## src/rtl/ova_sccb_pkg.sv

```systemverilog
// Shared types and constants for the SCCB/I2C target: FSM states, ID register values, bit counter width.
package ova_sccb_pkg;

    typedef enum logic [3:0] {
        S_IDLE, S_DEV_ADDR, S_DEV_ACK, S_RADDR_H, S_RADDR_L, S_RADDR_ACK,
        S_WR_DATA, S_WR_ACK, S_RD_DATA, S_RD_ACK, S_IGNORE
    } sccb_state_t;

    localparam int         BIT_CNT_W   = 4;
    localparam logic [7:0] ID_PID      = 8'h76;
    localparam logic [7:0] ID_VER      = 8'h73;
    localparam logic [7:0] ID_PID_ADDR = 8'h0A;
    localparam logic [7:0] ID_VER_ADDR = 8'h0B;

    function automatic logic is_id_addr(input logic [15:0] a);
        return (a == {8'h00, ID_PID_ADDR}) || (a == {8'h00, ID_VER_ADDR});
    endfunction

    function automatic logic [7:0] id_value(input logic [15:0] a);
        return (a == {8'h00, ID_VER_ADDR}) ? ID_VER : ID_PID;
    endfunction

endpackage

```

## src/rtl/ova_sccb_line_sync.sv

```systemverilog
// Synchronizes scl/sda into clk and flags scl edges plus bus START/STOP conditions.
module ova_sccb_line_sync #(
    parameter int SYNC_STAGES = 2
) (
    input  logic clk,
    input  logic rst_n,
    input  logic i_scl,
    input  logic i_sda,
    output logic o_sda,
    output logic o_scl_rise,
    output logic o_scl_fall,
    output logic o_start,
    output logic o_stop
);

    logic [SYNC_STAGES-1:0] r_scl_sync, r_sda_sync;
    logic                   r_scl_d, r_sda_d;
    logic                   w_scl, w_sda;

    assign w_scl = r_scl_sync[SYNC_STAGES-1];
    assign w_sda = r_sda_sync[SYNC_STAGES-1];

    // Reset to the idle-bus level so leaving reset never looks like a START.
    always_ff @(posedge clk or negedge rst_n) begin
        if (!rst_n) begin
            r_scl_sync <= '1;
            r_sda_sync <= '1;
            r_scl_d    <= 1'b1;
            r_sda_d    <= 1'b1;
        end else begin
            r_scl_sync[0] <= i_scl;
            r_sda_sync[0] <= i_sda;
            for (int k = 1; k < SYNC_STAGES; k++) begin
                r_scl_sync[k] <= r_scl_sync[k-1];
                r_sda_sync[k] <= r_sda_sync[k-1];
            end
            r_scl_d <= w_scl;
            r_sda_d <= w_sda;
        end
    end

    assign o_sda      = w_sda;
    assign o_scl_rise = w_scl & ~r_scl_d;
    assign o_scl_fall = ~w_scl & r_scl_d;
    assign o_start    = w_scl & r_scl_d & r_sda_d & ~w_sda;
    assign o_stop     = w_scl & r_scl_d & ~r_sda_d & w_sda;

endmodule

```

## src/rtl/ova_sccb_target.sv

```systemverilog
// SCCB/I2C target with byte register file and auto-increment pointer.
// Define OVA_TGT_ID_REG_EN to make 0x0A/0x0B read-only PID/VER constants.
module ova_sccb_target
    import ova_sccb_pkg::*;
#(
    parameter logic [6:0] DEVICE_ADDR = 7'h21,
    parameter logic       ADDR_NUM    = 1'b0,
    parameter int         REG_AW      = 8,
    parameter int         SYNC_STAGES = 2
) (
    input  logic        clk,
    input  logic        rst_n,
    input  logic        i_scl,
    input  logic        i_sda,
    output logic        o_sda_oe,
    output logic        o_wr_vld,
    output logic [15:0] o_wr_addr,
    output logic [7:0]  o_wr_data,
    output logic        o_busy
);

    localparam logic [BIT_CNT_W-1:0] CNT7 = BIT_CNT_W'(7);
    localparam logic [BIT_CNT_W-1:0] CNT8 = BIT_CNT_W'(8);

    logic w_sda, w_rise, w_fall, w_start, w_stop;

    ova_sccb_line_sync #(.SYNC_STAGES(SYNC_STAGES)) u_sync (
        .clk(clk), .rst_n(rst_n), .i_scl(i_scl), .i_sda(i_sda),
        .o_sda(w_sda), .o_scl_rise(w_rise), .o_scl_fall(w_fall),
        .o_start(w_start), .o_stop(w_stop)
    );

    sccb_state_t          r_state;
    logic [BIT_CNT_W-1:0] r_bitcnt;
    logic [7:0]           r_shift, r_tx, r_addr_h;
    logic                 r_rw, r_lo_done, r_mack;
    logic                 r_oe_nxt, r_oe_upd, r_sda_oe;
    logic                 r_wr_vld, r_busy;
    logic [15:0]          r_wr_addr;
    logic [7:0]           r_wr_data;
    logic [REG_AW-1:0]    r_ptr;
    logic [7:0]           r_regs [0:(1<<REG_AW)-1];

    logic [7:0]        w_byte, w_rd_cur, w_rd_inc;
    logic [15:0]       w_addr16;
    logic [REG_AW-1:0] w_ptr_inc;
    logic              w_id_cur, w_id_inc, w_we;

    assign w_byte    = {r_shift[6:0], w_sda};
    assign w_addr16  = {(ADDR_NUM ? r_addr_h : 8'h00), r_shift};
    assign w_ptr_inc = r_ptr + REG_AW'(1);
    assign w_we      = w_rise && (r_state == S_WR_DATA) && (r_bitcnt == CNT7) && !w_id_cur;

    always_comb begin
`ifdef OVA_TGT_ID_REG_EN
        w_id_cur = is_id_addr(16'(r_ptr));
        w_id_inc = is_id_addr(16'(w_ptr_inc));
`else
        w_id_cur = 1'b0;
        w_id_inc = 1'b0;
`endif
        w_rd_cur = w_id_cur ? id_value(16'(r_ptr))     : r_regs[r_ptr];
        w_rd_inc = w_id_inc ? id_value(16'(w_ptr_inc)) : r_regs[w_ptr_inc];
    end

    always_ff @(posedge clk or negedge rst_n) begin
        if (!rst_n) begin
            for (int i = 0; i < (1 << REG_AW); i++) r_regs[i] <= 8'h00;
        end else if (w_we) begin
            r_regs[r_ptr] <= w_byte;
        end
    end

    // Line drive is decided at the detected scl fall and applied one clk later.
    always_ff @(posedge clk or negedge rst_n) begin
        if (!rst_n) begin
            r_state   <= S_IDLE;
            r_bitcnt  <= '0;
            r_shift   <= 8'h00;
            r_tx      <= 8'h00;
            r_addr_h  <= 8'h00;
            r_rw      <= 1'b0;
            r_lo_done <= 1'b0;
            r_mack    <= 1'b1;
            r_oe_nxt  <= 1'b0;
            r_oe_upd  <= 1'b0;
            r_sda_oe  <= 1'b0;
            r_wr_vld  <= 1'b0;
            r_wr_addr <= 16'h0000;
            r_wr_data <= 8'h00;
            r_busy    <= 1'b0;
            r_ptr     <= '0;
        end else begin
            r_wr_vld <= 1'b0;
            r_oe_upd <= 1'b0;
            if (r_oe_upd) r_sda_oe <= r_oe_nxt;
            if (w_start) begin
                r_state  <= S_DEV_ADDR;
                r_bitcnt <= '0;
                r_sda_oe <= 1'b0;
            end else if (w_stop) begin
                r_state  <= S_IDLE;
                r_busy   <= 1'b0;
                r_sda_oe <= 1'b0;
            end else if (w_rise) begin
                case (r_state)
                    S_DEV_ADDR, S_RADDR_H, S_RADDR_L, S_WR_DATA: begin
                        r_shift  <= w_byte;
                        r_bitcnt <= r_bitcnt + 1'b1;
                    end
                    S_RD_DATA: r_bitcnt <= r_bitcnt + 1'b1;
                    S_RD_ACK:  r_mack   <= w_sda;
                    default: ;
                endcase
                if (w_we) begin
                    r_wr_vld  <= 1'b1;
                    r_wr_addr <= 16'(r_ptr);
                    r_wr_data <= w_byte;
                end
            end else if (w_fall) begin
                case (r_state)
                    S_DEV_ADDR: if (r_bitcnt == CNT8) begin
                        r_bitcnt <= '0;
                        r_rw     <= r_shift[0];
                        if (r_shift[7:1] == DEVICE_ADDR) begin
                            r_state  <= S_DEV_ACK;
                            r_busy   <= 1'b1;
                            r_oe_nxt <= 1'b1;
                            r_oe_upd <= 1'b1;
                        end else begin
                            r_state  <= S_IGNORE;
                        end
                    end
                    S_DEV_ACK: begin
                        r_oe_upd <= 1'b1;
                        if (r_rw) begin
                            r_state  <= S_RD_DATA;
                            r_oe_nxt <= ~w_rd_cur[7];
                            r_tx     <= {w_rd_cur[6:0], 1'b0};
                        end else begin
                            r_state  <= ADDR_NUM ? S_RADDR_H : S_RADDR_L;
                            r_oe_nxt <= 1'b0;
                        end
                    end
                    S_RADDR_H, S_RADDR_L: if (r_bitcnt == CNT8) begin
                        if (r_state == S_RADDR_H) r_addr_h <= r_shift;
                        else                      r_ptr    <= w_addr16[REG_AW-1:0];
                        r_lo_done <= (r_state == S_RADDR_L);
                        r_state   <= S_RADDR_ACK;
                        r_bitcnt  <= '0;
                        r_oe_nxt  <= 1'b1;
                        r_oe_upd  <= 1'b1;
                    end
                    S_RADDR_ACK: begin
                        r_state  <= r_lo_done ? S_WR_DATA : S_RADDR_L;
                        r_bitcnt <= '0;
                        r_oe_nxt <= 1'b0;
                        r_oe_upd <= 1'b1;
                    end
                    S_WR_DATA: if (r_bitcnt == CNT8) begin
                        r_state  <= S_WR_ACK;
                        r_bitcnt <= '0;
                        r_oe_nxt <= 1'b1;
                        r_oe_upd <= 1'b1;
                    end
                    S_WR_ACK: begin
                        r_state  <= S_WR_DATA;
                        r_ptr    <= w_ptr_inc;
                        r_oe_nxt <= 1'b0;
                        r_oe_upd <= 1'b1;
                    end
                    S_RD_DATA: begin
                        r_oe_upd <= 1'b1;
                        if (r_bitcnt == CNT8) begin
                            r_state  <= S_RD_ACK;
                            r_bitcnt <= '0;
                            r_oe_nxt <= 1'b0;
                        end else begin
                            r_oe_nxt <= ~r_tx[7];
                            r_tx     <= {r_tx[6:0], 1'b0};
                        end
                    end
                    S_RD_ACK: begin
                        r_oe_upd <= 1'b1;
                        if (!r_mack) begin
                            r_state  <= S_RD_DATA;
                            r_ptr    <= w_ptr_inc;
                            r_oe_nxt <= ~w_rd_inc[7];
                            r_tx     <= {w_rd_inc[6:0], 1'b0};
                        end else begin
                            r_state  <= S_IGNORE;
                            r_oe_nxt <= 1'b0;
                        end
                    end
                    default: ;
                endcase
            end
        end
    end

    assign o_sda_oe  = r_sda_oe;
    assign o_wr_vld  = r_wr_vld;
    assign o_wr_addr = r_wr_addr;
    assign o_wr_data = r_wr_data;
    assign o_busy    = r_busy;

endmodule

```

## config.mk

```make
export PLATFORM = sky130hd
export DESIGN_NAME = ova_sccb_target
export DESIGN_NICKNAME = d
export VERILOG_FILES = /design/src/rtl/ova_sccb_pkg.sv /design/src/rtl/ova_sccb_line_sync.sv /design/src/rtl/ova_sccb_target.sv
export SDC_FILE = /design/constraint.sdc
export NUM_CORES = 2
export LEC_CHECK = 0
export ABC_CLOCK_PERIOD_IN_PS = 7850
export BUFFER_PORTS_ARGS = -buffer_cell sky130_fd_sc_hd__buf_2
export CORE_ASPECT_RATIO = 0.6
export CORE_MARGIN = 4
export CORE_UTILIZATION = 40
export CTS_BUF_LIST = sky130_fd_sc_hd__clkbuf_8
export DETAILED_ROUTE_END_ITERATION = 8
export PLACE_DENSITY = 0.51
export SLEW_MARGIN = 20
export SYNTH_ARGS = -nofsm -noshare
export SYNTH_HDL_FRONTEND = slang
export SYNTH_HIERARCHICAL = 1
export SYNTH_SLANG_ARGS = --single-unit
```

## constraint.sdc

```tcl
create_clock -name clk -period 7.85 [get_ports clk]
set_input_delay 1.9625 -clock clk [delete_from_list [all_inputs] [get_ports clk]]
set_output_delay 1.9625 -clock clk [all_outputs]
set_load 0.01 [all_outputs]
```

Word-level counts from Yosys, hierarchy flattened
Index checks and enable logic that the tools add are counted.
{"block": "word_totals", "ff_bits": 2110, "inputBits": 4, "output_inout_bits": 27, "wordCells": 423}
{"block": "classes", "add_sub_neg": 2, "n_lt_le_gt_ge": 3, "n_eq_ne": 30, "mux": 63, "bitwise_logic": 19, "n_reduce_logical": 31}
{"cell": "2048-bit bitwise mux", "n": 1}
{"cell": "8-bit binary-select mux with 8-bit select", "n": 2}
{"cell": "8-bit 2-to-1 mux", "n": 11}
{"cell": "8-bit demux with 8-bit select", "n": 1}
{"cell": "4-bit 2-to-1 mux", "n": 16}
{"cell": "8-bit one-hot mux with 3 select lines", "n": 2}
{"cell": "4-bit one-hot mux with 8 select lines", "n": 1}
{"cell": "1-bit 2-to-1 mux", "n": 24}
{"cell": "8-bit AND reduction", "n": 3}
{"cell": "4-bit by 3-bit == test with 1-bit output (second input constant)", "n": 5}
{"cell": "9-bit greater-or-equal comparator (second input constant)", "n": 2}
{"cell": "8-bit NOT with 9-bit output", "n": 2}
{"cell": "6-bit AND reduction", "n": 3}
{"cell": "3-bit nonzero test", "n": 5}
{"cell": "2-bit != test (second input constant)", "n": 7}
{"cell": "4-bit == test (second input constant)", "n": 3}
{"cell": "4-bit by 2-bit != test with 1-bit output (second input constant)", "n": 3}
{"cell": "4-bit AND reduction", "n": 3}
{"cell": "1-bit NOT", "n": 10}
{"cell": "10-bit nonzero test", "n": 1}
{"cell": "5-bit OR reduction", "n": 2}
{"cell": "9-bit by 1-bit less-than comparator with 1-bit output (second input constant)", "n": 1}
{"cell": "8-bit by 1-bit adder with 8-bit output (second input constant)", "n": 1}
{"cell": "4-bit by 2-bit == test with 1-bit output (second input constant)", "n": 2}
{"cell": "21 further kinds", "n": 37}

Longest topological paths before layout
{"block": "logic_depth", "ltp_word": 8, "depth_mapped": 22, "ltp_nobuf": 11}

Modules after synthesis
Netlist, hierarchy kept.
{"module": "ova_sccb_target", "instances": 1, "cells_each": 8011, "area_each_um2": 113593.9, "seq_area_each_um2": 52626.7}
{"module": "ova_sccb_line_sync", "instances": 1, "cells_each": 10, "area_each_um2": 190.2, "seq_area_each_um2": 157.7}

Worst setup path after synthesis
Ideal clock, no wire load.
{"block": "synth_timing", "kind": "reg-to-reg", "from": "register r_ptr[0]", "to": "register r_tx[2]", "setup_time_ns": 0.131, "t_arrival_ns": 4.199, "required_ns": 7.719, "path_slack_ns": 3.520, "path_stages_with_launch": 21, "period_less_slack_ns": 4.330, "path_cell_list": "dfrtp_1 -> buf_6 -> buf_6 -> buf_4 -> inv_1 -> buf_2 -> buf_2 -> buf_2 -> buf_1 -> ha_1 -> buf_2 -> buf_4 -> buf_4 -> buf_2 -> buf_2 -> mux4_2 -> a22oi_1 -> a21oi_1 -> a211oi_1 -> o22ai_1 -> o2bb2ai_1"}
{"block": "synth_between", "elab_chain_len": 7, "word_cells_on_any_way": 12, "cone_classes": "add/sub (1); mux (9); bitwise (2)"}
{"item": "start, declared", "line_no": "ova_sccb_target.sv:41", "text": "logic [REG_AW-1:0] r_ptr;"}
{"item": "start signal, assigned", "line_no": "ova_sccb_target.sv:147", "text": "else r_ptr <= w_addr16[REG_AW-1:0];"}
{"item": "start signal, assigned", "line_no": "ova_sccb_target.sv:168", "text": "r_ptr <= w_ptr_inc;"}
{"item": "start signal, assigned", "line_no": "ova_sccb_target.sv:187", "text": "r_ptr <= w_ptr_inc;"}
{"item": "8-bit by 1-bit adder with 8-bit output", "line_no": "ova_sccb_target.sv:51", "text": "assign w_ptr_inc = r_ptr + REG_AW'(1);"}
{"item": "8-bit NOT with 9-bit output (not written as such)", "line_no": "ova_sccb_target.sv:63", "text": "w_rd_inc = w_id_inc ? id_value(16'(w_ptr_inc)) : r_regs[w_ptr_inc];"}
{"item": "8-bit binary-select mux with 8-bit select", "line_no": "ova_sccb_target.sv:63"}
{"item": "8-bit 2-to-1 mux (not written as such) (2 in series)", "line_no": "ova_sccb_target.sv:63"}
{"item": "8-bit 2-to-1 mux", "line_no": "ova_sccb_target.sv:185", "text": "if (!r_mack) begin"}
{"item": "8-bit one-hot mux with 3 select lines *", "line_no": "ova_sccb_target.sv:121", "text": "case (r_state)"}
{"item": "end signal, assigned", "line_no": "ova_sccb_target.sv:139", "text": "r_tx <= {w_rd_cur[6:0], 1'b0};"}
{"item": "end signal, assigned", "line_no": "ova_sccb_target.sv:180", "text": "r_tx <= {r_tx[6:0], 1'b0};"}
{"item": "end signal, assigned", "line_no": "ova_sccb_target.sv:189", "text": "r_tx <= {w_rd_inc[6:0], 1'b0};"}
{"item": "end, declared", "line_no": "ova_sccb_target.sv:35", "text": "logic [7:0] r_shift, r_tx, r_addr_h;"}
Every way passes the cells marked *; elsewhere a longest branch is shown, timed or not. The select of a mux whose other input is x is not followed.
A chain may end at the register's enable or synchronous reset.

Worst setup path in the final report
Same ends and word-level chain as after synthesis.

==> results.toml <==
[yosys]
post-synth-top-area-fraction_pct = 46.2
synth.most_common_cell = "dfrtp_1"
syn_area_per_cell_um2 = 14.2
synthTopCellsByArea = "dfrtp_1, mux2_2, mux4_2"
syn_area_um2 = 114000
yosysSeqAreaShare_pct = 46.4
synth_area_leader_cell = "dfrtp_1"
synthCells = 8021
synth_flop_cell = "dfrtp_1"
async_reset_ff_share_pct = 100
synthDistinctLibCells = 91
ys_top_cells_by_count = "dfrtp_1, mux2_2, mux4_2, nand2_1, clkbuf_1"
synth-edff-count = 0
synth-seq-cells = 2109
yosysWarnings = 6

[sta]
clock_skew_ns = 0.0813
setup_viol = 0
setup_tns_ns = 0
max_freq_mhz = 158
rsz0062_at_grt = "no"
final_max_slew_viol_count = 0
fin_crit_sh_pct = 80.5
period_needed_ns = 6.32
relSlewSlack_pct = 3.98
max_slew.worst_pin.slew_ns = 1.44
final_hold_viol_count = 0
fin_ws_ns = 1.53

[clock_network]
cts_resized = 0
cts_sinks = 2109
post_cts_buffers = 0
cts_made_buffers = 345
cts_tree = "yes"
path_clk_slew_ns = 0.07
cts_root_buf = "clkbuf_8"
cts_hold_repair.buffers = 0
clock_insertion_delay_worst_skew_ns = 1.07
cts_max_level = 5
cts_buffer_depth = 4

[floorplanning]
dieArea_um2 = 293000
die_x_um = 697
io-pin-count = 31
die_h_um = 421
initial_core_util_pct = 40.3
rows = 151
core_um2 = 283000

[power]
clkPwrFrac_pct = 27.7
netSwitchingPower_uw = 15800
p_int_uw = 19800
switching_share_pct = 44.3
irDropWorstVdd_v = 0.000326
combPwrFrac_pct = 40.2
power_density_nw_per_um2 = 284
pwr-share-seq_pct = 32.1
leakagePower_uw = 0.0551

[global_routing]
grt_max_degree = 178
grt_usage_pct = 34.5
grt_pass1_vias = 78900
grt_first_pass_wirelength_mm = 702
gr-total-overflow = 0
grt_antenna_before_repair = 50

[routing]
drt-pass1-iter-count = 8
wire_per_inst_um = 42.6
via_per_inst = 6.84
drt_iter0_markers = 11600
routed_wl_mm = 513
vias = 82400
final_antenna_net_count = 0
drc = 0

[worst_setup_path]
cp_data_required_time_ns = 8.76
cpMostUsedCell = "nand3_1"
start_kind = "flip-flop"
cp_max_fo = 33
crit_arrival_ns = 7.22
slowest_stage = "ha_4"
cp-end-kind = "flip-flop"
crit_chain = "inv_4, ha_4, buf_4, and2_2, nand3_1, a31oi_1, nand3_1, a41o_1, o21ai_0, o22ai_1, o2bb2ai_1"
cpPeakStageDelay_ns = 1.13
crit_type = "reg2reg"
r2r_setup_slack_ns = 1.53

[place]
io_buffer_count = 22
placed_area_um2 = 119000
globalplace.congestion = 1.08
dp_hpwl_mm = 352
pre_cts_ws_ns = 1.89

[layout]
synthToLayoutAreaGrowth_pct = 10.2
fin_area_um2 = 125000
drive_above_1_share_pct = 49.5
final_nets = 8025

[flow_run]
maxCapViolations = 0

[min_path]
min_path_type = "reg2reg"

[status]
status = "finished, final reports clean"
==> sequential cells by signal (all words and copies together), names as in the netlist, 2 cells and up <==
| register | count |
|---|---|
| u_sync/r_scl_sync | 2 |
| r_shift | 8 |
| r_state | 4 |
| r_ptr | 8 |
| o_wr_addr | 8 |
| o_wr_data | 8 |
| r_bitcnt | 4 |
| r_regs | 2048 |
| r_tx | 7 |
| u_sync/r_sda_sync | 2 |
==> cell type report <==
class	instances	area (um2)
Fill cell	25500	157000
Clock buffer	422	5810
Sequential cell	2109	52800
Antenna cell	28	70.1
Tap cell	3748	4690
Clock inverter	175	840
Multi-Input combinational cell	5198	58000
Timing Repair Buffer	346	3060
Inverter	15	61.3
==> logic make-up after synthesis <==
logic type               after synthesis  synth area share (%)
flip-flops                          2109                  46.4
other                                  1               0.00330
XOR/XNOR                              13                 0.136
AO/OA/AOI/OAI                        571                  3.59
buffers and inverters                721                  3.22
adder cells (fa/ha/maj)                6                0.0660
multiplexers                        3193                  41.0
AND/OR/NAND/NOR                     1407                  5.62
==> metrics by stage <==
step	util (%)	cells	total power [uW]	hold slack (ns)
3_5_place_dp	41.9	11400	25500	0.350
3_3_place_gp	41.9	11400	25500	0.347
4_1_cts	44.3	12000	35300	0.358
6_report	44.4	12000	35600	0.357
2_1_floorplan	-	8028	19700	0.345
5_1_grt	44.3	12000	36400	0.360
==> final timing paths <==
path                                      start                   end  cells past startpoint
setup / recovery                       r_ptr[0]               r_tx[2]                     11
hold / removal             u_sync/r_scl_sync[0]  u_sync/r_scl_sync[1]                      0
setup reg to reg                       r_ptr[0]               r_tx[2]                     11
hold reg to reg            u_sync/r_scl_sync[0]  u_sync/r_scl_sync[1]                      0
max in group asynchronous                 rst_n            r_regs[39]                      3
min in group asynchronous                 rst_n            r_shift[0]                      1
==> per-layer routing <==
layer | up-vias | part of all wire [%] | GRT usage, % | routed length (um)
met3 | 1073 | 15 | 19.0 | 78500
met5 | - | 0.063 | 0.570 | 321
met4 | 26 | 4.5 | 12.7 | 22900
met1 | 45100 | 43 | 50.1 | 219000
met2 | 5424 | 37 | 42.2 | 192000
li1 | 30800 | - | - | -
==> placed cells by master (no fill, tap or decap), drive strengths merged, types with 20 or more instances in the layout <==
cell | Yosys | final
a211oi | 21 | 21
buf | 375 | 345
inv | 13 | 158
mux2 | 2077 | 2077
mux4 | 964 | 964
and3 | 39 | 39
o21ai | 66 | 66
a221oi | 31 | 31
a31oi | 77 | 77
nor3 | 20 | 20
mux2i | 152 | 152
a22oi | 91 | 91
a21oi | 93 | 93
clkbuf | 331 | 422
nor2 | 330 | 330
nand4 | 56 | 56
diode | 0 | 28
a311oi | 28 | 28
a32oi | 48 | 48
nand3 | 227 | 227
clkinv | 2 | 24
dfrtp | 2102 | 2102
nand2 | 646 | 646
==> critical path, delay by kind of cell, from the launching register on <==
family	cells	cell delay (ns)
adder cells (fa/ha/maj)	1	1.13
flip-flops	1	0.85
AND/OR/NAND/NOR	3	1.29
buffers and inverters	2	1.07
AO/OA/AOI/OAI	5	1.69
==> power groups by stage <==
stage	logic [uW]	registers, uW	clock network (uW)
after floorplan	8560	11200	0
after global placement	13900	11600	0
after detailed placement	13900	11600	0
after CTS	13900	11400	9980
after global routing	14500	11400	10500
final	14300	11400	9880
Power figures use the tool's default switching activity.
